File: config.mk
export PLATFORM = sky130hd
export DESIGN_NAME = fetch_ctrl
export DESIGN_NICKNAME = d
export VERILOG_FILES = /design/src/rtl/fetch_pkg.sv /design/src/rtl/fetch_ctrl_if_id_reg.sv /design/src/rtl/fetch_ctrl.sv
export SDC_FILE = /design/constraint.sdc
export NUM_CORES = 1
export LEC_CHECK = 0
export ABC_CLOCK_PERIOD_IN_PS = 6900
export BUFFER_PORTS_ARGS = -buffer_cell sky130_fd_sc_hd__buf_2
export CORE_MARGIN = 3
export CORE_UTILIZATION = 45
export DETAILED_ROUTE_END_ITERATION = 12
export GPL_TIMING_DRIVEN = 1
export PLACE_DENSITY = 0.79
export SLEW_MARGIN = 10
export SYNTH_ARGS = -nofsm -noshare
export SYNTH_HDL_FRONTEND = slang
export SYNTH_SLANG_ARGS = --single-unit
export TNS_END_PERCENT = 50
File: constraint.sdc
create_clock -name clk -period 6.9 [get_ports clk]
set_input_delay 0.69 -clock clk [delete_from_list [all_inputs] [get_ports clk]]
set_output_delay 0.69 -clock clk [all_outputs]
set_load 0.01 [all_outputs]
File: src/rtl/fetch_pkg.sv
// Shared types and constants for the instruction fetch stage.
package fetch_pkg;

  typedef enum logic [1:0] {
    IDLE,
    REQ,
    HOLD,
    DRAIN
  } fetch_state_t;

  typedef struct packed {
    logic [31:0] instr;
    logic [31:0] pc;
    logic [31:0] pcplus4;
    logic        valid;
  } if_id_t;

  localparam logic [31:0] PC_INCR = 32'd4;

endpackage

File: src/rtl/fetch_ctrl_if_id_reg.sv
// IF/ID pipeline register: a flush beats a stall, and with nothing to load it takes a bubble.
// A flush or a bubble leaves the PC fields unchanged and only kills valid/instr.
module if_id_reg
  import fetch_pkg::*;
#(
  parameter logic [31:0] NOP_INSTR = 32'h0000_0000
) (
  input  logic        clk,
  input  logic        rst_n,
  input  logic        flush_i,
  input  logic        stall_i,
  input  logic        load_i,
  input  logic [31:0] instr_i,
  input  logic [31:0] pc_i,
  output logic [31:0] instr_o,
  output logic [31:0] pc_o,
  output logic [31:0] pcplus4_o,
  output logic        valid_o
);

  if_id_t q_q;

  always_ff @(posedge clk or negedge rst_n) begin
    if (!rst_n) begin
      q_q.instr   <= NOP_INSTR;
      q_q.pc      <= 32'd0;
      q_q.pcplus4 <= 32'd0;
      q_q.valid   <= 1'b0;
    end else if (flush_i) begin
      q_q.instr <= NOP_INSTR;
      q_q.valid <= 1'b0;
    end else if (!stall_i) begin
      if (load_i) begin
        q_q.instr   <= instr_i;
        q_q.pc      <= pc_i;
        q_q.pcplus4 <= pc_i + PC_INCR;
        q_q.valid   <= 1'b1;
      end else begin
        q_q.instr <= NOP_INSTR;
        q_q.valid <= 1'b0;
      end
    end
  end

  assign instr_o   = q_q.instr;
  assign pc_o      = q_q.pc;
  assign pcplus4_o = q_q.pcplus4;
  assign valid_o   = q_q.valid;

endmodule

File: src/rtl/fetch_ctrl.sv
// Fetch controller: one imem request per PC, variable-latency ack, one-entry stall buffer,
// wrong-path drain on redirect, and a sticky timeout flag for a memory that never answers.
module fetch_ctrl
  import fetch_pkg::*;
#(
  parameter logic [31:0] NOP_INSTR   = 32'h0000_0000,
  parameter int unsigned TIMEOUT_CYC = 255
) (
  input  logic        clk,
  input  logic        rst_n,
  input  logic [31:0] pc_f,
  output logic        pc_hold,
  output logic        imem_req,
  output logic [31:0] imem_addr,
  input  logic        imem_ack,
  input  logic [31:0] imem_rdata,
  input  logic        redirect,
  input  logic        stall_d,
  output logic [31:0] instr_d,
  output logic [31:0] pc_d,
  output logic [31:0] pcplus4_d,
  output logic        valid_d,
  output logic        fetch_err
);

  localparam logic [15:0] TMO_LIMIT = 16'(TIMEOUT_CYC);

  fetch_state_t state_q;
  logic [31:0]  drain_addr_q;
  logic [31:0]  buf_instr_q;
  logic [31:0]  buf_pc_q;
  logic [15:0]  tmo_cnt_q;
  logic         fetch_err_q;

  logic         waiting;
  logic         ld_vld;
  logic [31:0]  ld_instr;
  logic [31:0]  ld_pc;

  assign waiting   = ((state_q == REQ) || (state_q == DRAIN)) && !imem_ack;
  assign imem_req  = (state_q == REQ) || (state_q == DRAIN);
  assign imem_addr = (state_q == DRAIN) ? drain_addr_q : pc_f;
  assign fetch_err = fetch_err_q;

  // PC advances only when the current word is consumed or a redirect target must be loaded.
  always_comb begin
    pc_hold = 1'b1;
    case (state_q)
      REQ:     if (redirect || (imem_ack && !stall_d)) pc_hold = 1'b0;
      HOLD:    if (redirect || !stall_d) pc_hold = 1'b0;
      DRAIN:   if (redirect) pc_hold = 1'b0;
      default: pc_hold = 1'b1;
    endcase
  end

  always_comb begin
    ld_vld   = 1'b0;
    ld_instr = imem_rdata;
    ld_pc    = pc_f;
    if (state_q == REQ) begin
      ld_vld = imem_ack;
    end else if (state_q == HOLD) begin
      ld_vld   = 1'b1;
      ld_instr = buf_instr_q;
      ld_pc    = buf_pc_q;
    end
  end

  always_ff @(posedge clk or negedge rst_n) begin
    if (!rst_n) begin
      state_q      <= IDLE;
      drain_addr_q <= 32'd0;
      buf_instr_q  <= NOP_INSTR;
      buf_pc_q     <= 32'd0;
      tmo_cnt_q    <= 16'd0;
      fetch_err_q  <= 1'b0;
    end else begin
      if (waiting) begin
        if (tmo_cnt_q != TMO_LIMIT) begin
          tmo_cnt_q <= tmo_cnt_q + 16'd1;
          if (tmo_cnt_q + 16'd1 == TMO_LIMIT) fetch_err_q <= 1'b1;
        end
      end else begin
        tmo_cnt_q <= 16'd0;
      end

      case (state_q)
        IDLE: state_q <= REQ;
        REQ: begin
          if (redirect && !imem_ack) begin
            drain_addr_q <= pc_f;
            state_q      <= DRAIN;
          end else if (!redirect && imem_ack && stall_d) begin
            buf_instr_q <= imem_rdata;
            buf_pc_q    <= pc_f;
            state_q     <= HOLD;
          end
        end
        HOLD:    if (redirect || !stall_d) state_q <= REQ;
        DRAIN:   if (imem_ack) state_q <= REQ;
        default: state_q <= IDLE;
      endcase
    end
  end

  if_id_reg #(
    .NOP_INSTR(NOP_INSTR)
  ) u_if_id (
    .clk      (clk),
    .rst_n    (rst_n),
    .flush_i  (redirect),
    .stall_i  (stall_d),
    .load_i   (ld_vld),
    .instr_i  (ld_instr),
    .pc_i     (ld_pc),
    .instr_o  (instr_d),
    .pc_o     (pc_d),
    .pcplus4_o(pcplus4_d),
    .valid_o  (valid_d)
  );

endmodule

Yosys cells after proc, flatten, opt, wreduce, memory -nomap -nowiden
Cells that the tools add are included.
{"block": "totals", "reg_bits": 212, "latchBits": 0, "ram_bits": 0, "rom_bits": 0, "out_inout_bits": 132, "n_memories": 0}
{"block": "op_classes", "add_sub_neg": 2, "n_mul": 0, "div": 0, "n_lt_le_gt_ge": 0, "n_eq_ne": 10, "shifts": 0, "mux": 24, "bitwise_logic": 3, "n_reduce_logical": 17}
{"cell": "32-bit 2-to-1 mux", "count": 7}
{"cell": "97-bit 2-to-1 mux", "count": 1}
{"cell": "64-bit 2-to-1 mux", "count": 1}
{"cell": "32-bit by 3-bit adder with 32-bit output, second input constant", "count": 1}
{"cell": "16-bit 2-to-1 mux", "count": 2}
{"cell": "16-bit by 1-bit adder with 16-bit output, second input constant", "count": 1}
{"cell": "16-bit by 8-bit == test with 1-bit output, second input constant", "count": 1}
{"cell": "16-bit by 8-bit != test with 1-bit output, second input constant", "count": 1}
{"cell": "3-bit AND reduction", "count": 4}
{"cell": "2-bit 2-to-1 mux", "count": 4}
{"cell": "2-bit one-hot mux with 4 select lines", "count": 1}
{"cell": "1-bit 2-to-1 mux", "count": 7}
{"cell": "2-bit != test, second input constant", "count": 3}
{"cell": "1-bit logical AND", "count": 5}
{"cell": "2-bit == test, second input constant", "count": 2}
{"cell": "1-bit zero test", "count": 3}
{"cell": "1-bit logical OR", "count": 3}
{"cell": "3-bit by 1-bit != test with 1-bit output, second input constant", "count": 1}
{"cell": "1-bit inverter", "count": 3}
{"cell": "1-bit one-hot mux with 3 select lines", "count": 1}
{"cell": "2-bit by 1-bit == test with 1-bit output, second input constant", "count": 1}
{"cell": "2-bit zero test", "count": 1}
{"cell": "2-bit by 1-bit != test with 1-bit output, second input constant", "count": 1}
{"cell": "2-bit AND reduction", "count": 1}

Depth between registers and ports, before layout
{"block": "logic_depth", "depth_word": 7, "ltp_mapped": 15, "mapped_depth_nobuf": 9}

Cells and area by module
A second synthesis with hierarchy kept.
{"block": "hier_totals", "hier_cells": 830, "hier_area_um2": 9853.2}
{"mod": "fetch_ctrl", "instances": 1, "cells_each": 440, "area_each_um2": 5868.1, "seq_area_each_um2": 2877.8}
{"mod": "if_id_reg", "instances": 1, "cells_each": 390, "area_each_um2": 3985.1, "seq_area_each_um2": 2377.3}

Least setup slack after synthesis
Ideal clock, no wire load.
{"block": "synth_path", "path_type": "register -> register", "start": "reg state_q[1]", "end": "reg u_if_id.q_q (netlist bit u_if_id.pcplus4_o[26])", "setup_time_ps": 95, "t_arrival_ps": 3415, "path_slack_ps": 3390, "stages_incl_launch_ff": 16, "n_path_buf": 6, "synth_period_minus_slack_ps": 3510, "path_cell_list": "dfrtp_1 buf_6 nand2b_4 buf_6 buf_2 buf_2 buf_2 mux2_2 ha_1 and4b_1 a31oi_1 or4b_1 buf_2 or2_4 o31a_1 o31ai_1"}
{"block": "synth_between", "elab_chain_cells": 4, "word_cells_on_any_way": 8, "cone_classes": "add/sub (1); eq/ne (2); mux (4); reduce/logical (1)"}
{"element": "from (decl)", "line": "fetch_ctrl.sv:28", "text": "fetch_state_t state_q;"}
{"element": "from (signal assigned)", "line": "fetch_ctrl.sv:71", "text": "state_q <= IDLE;"}
{"element": "from (signal assigned)", "line": "fetch_ctrl.sv:88", "text": "IDLE: state_q <= REQ;"}
{"element": "from (signal assigned)", "line": "fetch_ctrl.sv:92", "text": "state_q <= DRAIN;"}
{"element": "2-bit == test", "line": "fetch_ctrl.sv:62", "text": "end else if (state_q == HOLD) begin"}
{"element": "32-bit 2-to-1 mux", "line": "fetch_ctrl.sv:62"}
{"element": "32-bit 2-to-1 mux (*)", "line": "fetch_ctrl.sv:60", "text": "if (state_q == REQ) begin"}
{"element": "named net ld_pc[3]", "line": "fetch_ctrl.sv:38", "text": "logic [31:0] ld_pc;"}
{"element": "32-bit by 3-bit adder with 32-bit output (*)", "line": "fetch_ctrl_if_id_reg.sv:36", "text": "q_q.pcplus4 <= pc_i + PC_INCR;"}
{"element": "to (decl)", "line": "fetch_ctrl_if_id_reg.sv:21", "text": "if_id_t q_q;"}
The timed path passes the listed nets; every way through them passes the cells marked *.
A chain may end at the register's enable or synchronous reset.

Final worst setup path
{"block": "layout_path", "start": "reg state_q[0]", "end": "reg u_if_id.q_q (netlist bit u_if_id.pcplus4_o[23])"}
{"block": "layout_between", "elab_chain_cells": 4, "word_cells_on_any_way": 8, "cone_classes": "add/sub (1); eq/ne (2); mux (4); reduce/logical (1)"}
{"element": "2-bit == test", "line": "fetch_ctrl.sv:62"}
{"element": "32-bit 2-to-1 mux / 1-bit 2-to-1 mux (equally long branches)", "line": "fetch_ctrl.sv:62"}
{"element": "32-bit 2-to-1 mux / 1-bit 2-to-1 mux (equally long branches)", "line": "fetch_ctrl.sv:60"}
{"element": "32-bit by 3-bit adder with 32-bit output / 3-bit AND reduction (equally long branches)"}
Several ways; a longest one is shown, not always the timed one.

==> out/results.ini <==
[outcome]
status = finished clean

[placed_design]
io_buffers = 200
gp_congestion = 0.8392
placed_area_um2 = 11170
dp_hpwl_mm = 16.68

[yosys]
synth_seq_area_share_pct = 52.80
synth_seq_cells = 210
syn_area_um2 = 9953
ys_types = 52
synth_xor_area_share_pct = 3.432
synth_top_family_by_area = multiplexers
synthSimpleGateAreaFrac_pct = 11.63
yosysTopAreaCell = dfrtp_1
muxShareOfSynthArea_pct = 22.73
ys_async_sr_fraction_pct = 100.0
synth-edff-count = 0
synth-main-ff-cell = dfrtp_1
synth_nets = 955
synth.area.top_cells = dfrtp_1 (53%), mux2_2 (15%), mux2i_1 (7.3%)
synthCells = 883
yosysWarnings = 0
syn_area_per_cell_um2 = 11.27
synthAdderAreaFrac_pct = 0.3771
synth_top_area_share_pct = 52.80
synth_compound_area_share_pct = 6.512

[detailed_routing]
vias = 7382
dr.pass1.iters = 4
drc = 0
drt_wl_total_mm = 24.42
postRouteAntennaNets = 0
drt_iter0_drc = 308
avgRoutedWirePerCell_um = 17.97
routed_via_density = 5.432

[floorplan]
die_h_um = 154.7
num_rows = 53
die_area_um2 = 23940
initial_core_util_pct = 46.61
die_w_um = 154.7
ios = 201
core_area_um2 = 21350

[worst_setup_path]
endpoint = u_if_id.pcplus4_o[23]$_DFFE_PN0P_
cp-start-kind = register
path_class = register to register
r2r_end = u_if_id.pcplus4_o[23]$_DFFE_PN0P_
arrival_ps = 4460
path_max_fanout = 50
cp_slowest_cell = nand2b_4
worst-path-buf-inv = 1
cp_top_family = simple AND/OR/NAND/NOR gates
worst_r2r_path_depth = 7
crit_start = state_q[0]$_DFFE_PN0P_
r2r-start = state_q[0]$_DFFE_PN0P_
endpoint_kind = register
worstPathRequired_ps = 7280
r2r_slack_ps = 2820
cpPeakStageDelay_ps = 790
path_depth = 7
crit_chain = nand2b_4 -> buf_4 -> a31oi_1 -> or4_1 -> nor4_4 -> nor3_1 -> a221o_1

[sta]
maxSlewHeadroom_pct = 32.71
worst_pin_slew_ps = 1006
setup_viol = 0
rsz0062_at_grt = false
clock_skew_ps = 12.54
setup_tns_ps = 0
maxSlewViolCount = 0
min_period_ps = 4078
hold_viol = 0
max_clock_freq_mhz = 245.2
period_share_pct = 59.10

[run]
timing.max_cap.violations = 0

[final_layout]
seq_area_um2 = 5255
area_delta_synth_final_pct = 20.74
fillCellCount = 1801
fin_util_pct = 56.28
nets = 1137
multi_input_area_um2 = 4484
drive_gt1_share_pct = 36.20
final_area_um2 = 12020

[grt]
antenna_found_initial = 2
gr-total-overflow = 0
grt_pass1_wl_mm = 39.76
use_met3_pct = 6.156
grt_pass1_vias = 7459
grt_max_degree = 100
grt.busiest_layer = met2
grtUsageMet1_pct = 26.71
grt_usage_pct = 20.21
grtUsageMet2_pct = 32.13

[clocking]
cts-htree-levels = 1
ctsHoldBuffers = 0
post_cts_resized = 0
cts_buffers = 24
clock_latency_ps = 510
post_cts_buffers = 0
cts.path.max_buffers = 3
cts.sinks = 210
clock-root-buffer = clkbuf_16
clk_pin_slew_ps = 60
cts_tree = built

[pwr]
vdd_drop_max_v = 0.0001815
p_leak_nw = 5.950
cellPowerDensity_nw_per_um2 = 314.9

[worst_hold_path]
hp-class = input pin to async pin

metrics by stage:
stage,hold WS (ps),setup slack [ps],power [mW],std cells
after floorplan,394.4,3390,2.141,883
after global placement,456.2,2931,2.445,1314
after detailed placement,461.5,2811,2.481,1314
after CTS,204.4,2803,3.825,1358
after global routing,228.9,2501,3.979,1359
final,185.6,2822,3.784,1359
per-layer routing:
metal | share of wire [%] | wire length (um)
met1 | 43 | 10450
met2 | 46 | 11170
met3 | 8.3 | 2015
met4 | 3.2 | 777
met5 | 0.029 | 7
report_power, final:
group          switching [mW]  internal (mW)  total, mW
clock                   0.502          0.828       1.33
combinational           0.390          0.379      0.769
sequential              0.172           1.51       1.69
final cells by class:
class	count	share of cell area, %
Antenna cell	1	0.02082
Clock buffer	34	5.903
Clock inverter	10	1.104
Inverter	5	0.1562
Multi-Input combinational cell	616	37.31
Sequential cell	210	43.73
Tap cell	275	2.863
Timing Repair Buffer	208	8.912
state kept, by name, indices dropped and copies added, names as in the netlist:
register,flops
drain_addr_q,32
buf_pc_q,32
tmo_cnt_q,16
u_if_id.valid_o,1
u_if_id.pcplus4_o,32
buf_instr_q,32
state_q,2
fetch_err,1
u_if_id.instr_o,32
u_if_id.pc_o,30
worst register-to-register path: stages, from the launching register on:
cell and delay (ps):
dfrtp_1 550, nand2b_4 790, buf_4 680, a31oi_1 250
or4_1 710, nor4_4 580, nor3_1 100, a221o_1 300
synthesized netlist by cell type (2+ instances only):
master,n
nor2_1,58
ha_1,3
buf_2,12
buf_4,2
buf_6,2
o21a_1,3
nand2b_1,7
nand4_1,7
xor2_1,18
a31oi_1,6
a21oi_1,34
o21bai_1,2
buf_1,5
dfrtp_1,210
nand3_1,18
or4_1,2
and3_1,10
o21ai_0,54
xnor2_1,21
nor4_1,6
a21o_1,3
nand2_1,109
nand3b_1,3
nand4b_1,3
clkbuf_1,31
mux2_2,134
inv_1,5
mux2i_1,73
o21ai_1,3
nor3_1,14
o22ai_1,2
and4b_1,3
layout by cell type, fill, tap and decap left out, drive strengths merged, types with 2 or more instances in the layout:
master,count
a21o,3
a21oi,34
a31oi,6
and3,10
and4b,3
buf,208
bufinv,3
clkbuf,34
clkinv,4
clkinvlp,3
dfrtp,210
ha,3
inv,5
mux2,134
mux2i,74
nand2,109
nand2b,8
nand3,18
nand3b,3
nand4,7
nand4b,3
nor2,58
nor3,14
nor4,7
o21a,3
o21ai,57
o21bai,2
o22ai,2
or4,2
xnor2,21
xor2,18
worst min path at each step:
| stage | startpoint | slack [ps] | end |
|---|---|---|---|
| final | rst_n | 190 | buf_instr_q[3]$_DFFE_PN0P_ |
| after global routing | rst_n | 230 | buf_instr_q[3]$_DFFE_PN0P_ |
| after CTS | rst_n | 200 | u_if_id.instr_o[12]$_DFFE_PN0P_ |
| after detailed placement | u_if_id.pc_o[3]$_DFFE_PN0P_ | 460 | u_if_id.pc_o[3]$_DFFE_PN0P_ |
| after global placement | fetch_err$_DFFE_PN0P_ | 460 | fetch_err$_DFFE_PN0P_ |
| after floorplan | rst_n | 390 | buf_instr_q[0]$_DFFE_PN0P_ |
cell families (layout without fill, tap and decap cells):
family,count (synthesis),in the layout
flops,210,210
other cells,0,1
simple gates,249,249
xor+xnor,39,39
fa+ha+maj,3,3
compound gates,117,117
mux,208,208
buf+inv,57,257
Power figures use the tool's default switching activity.
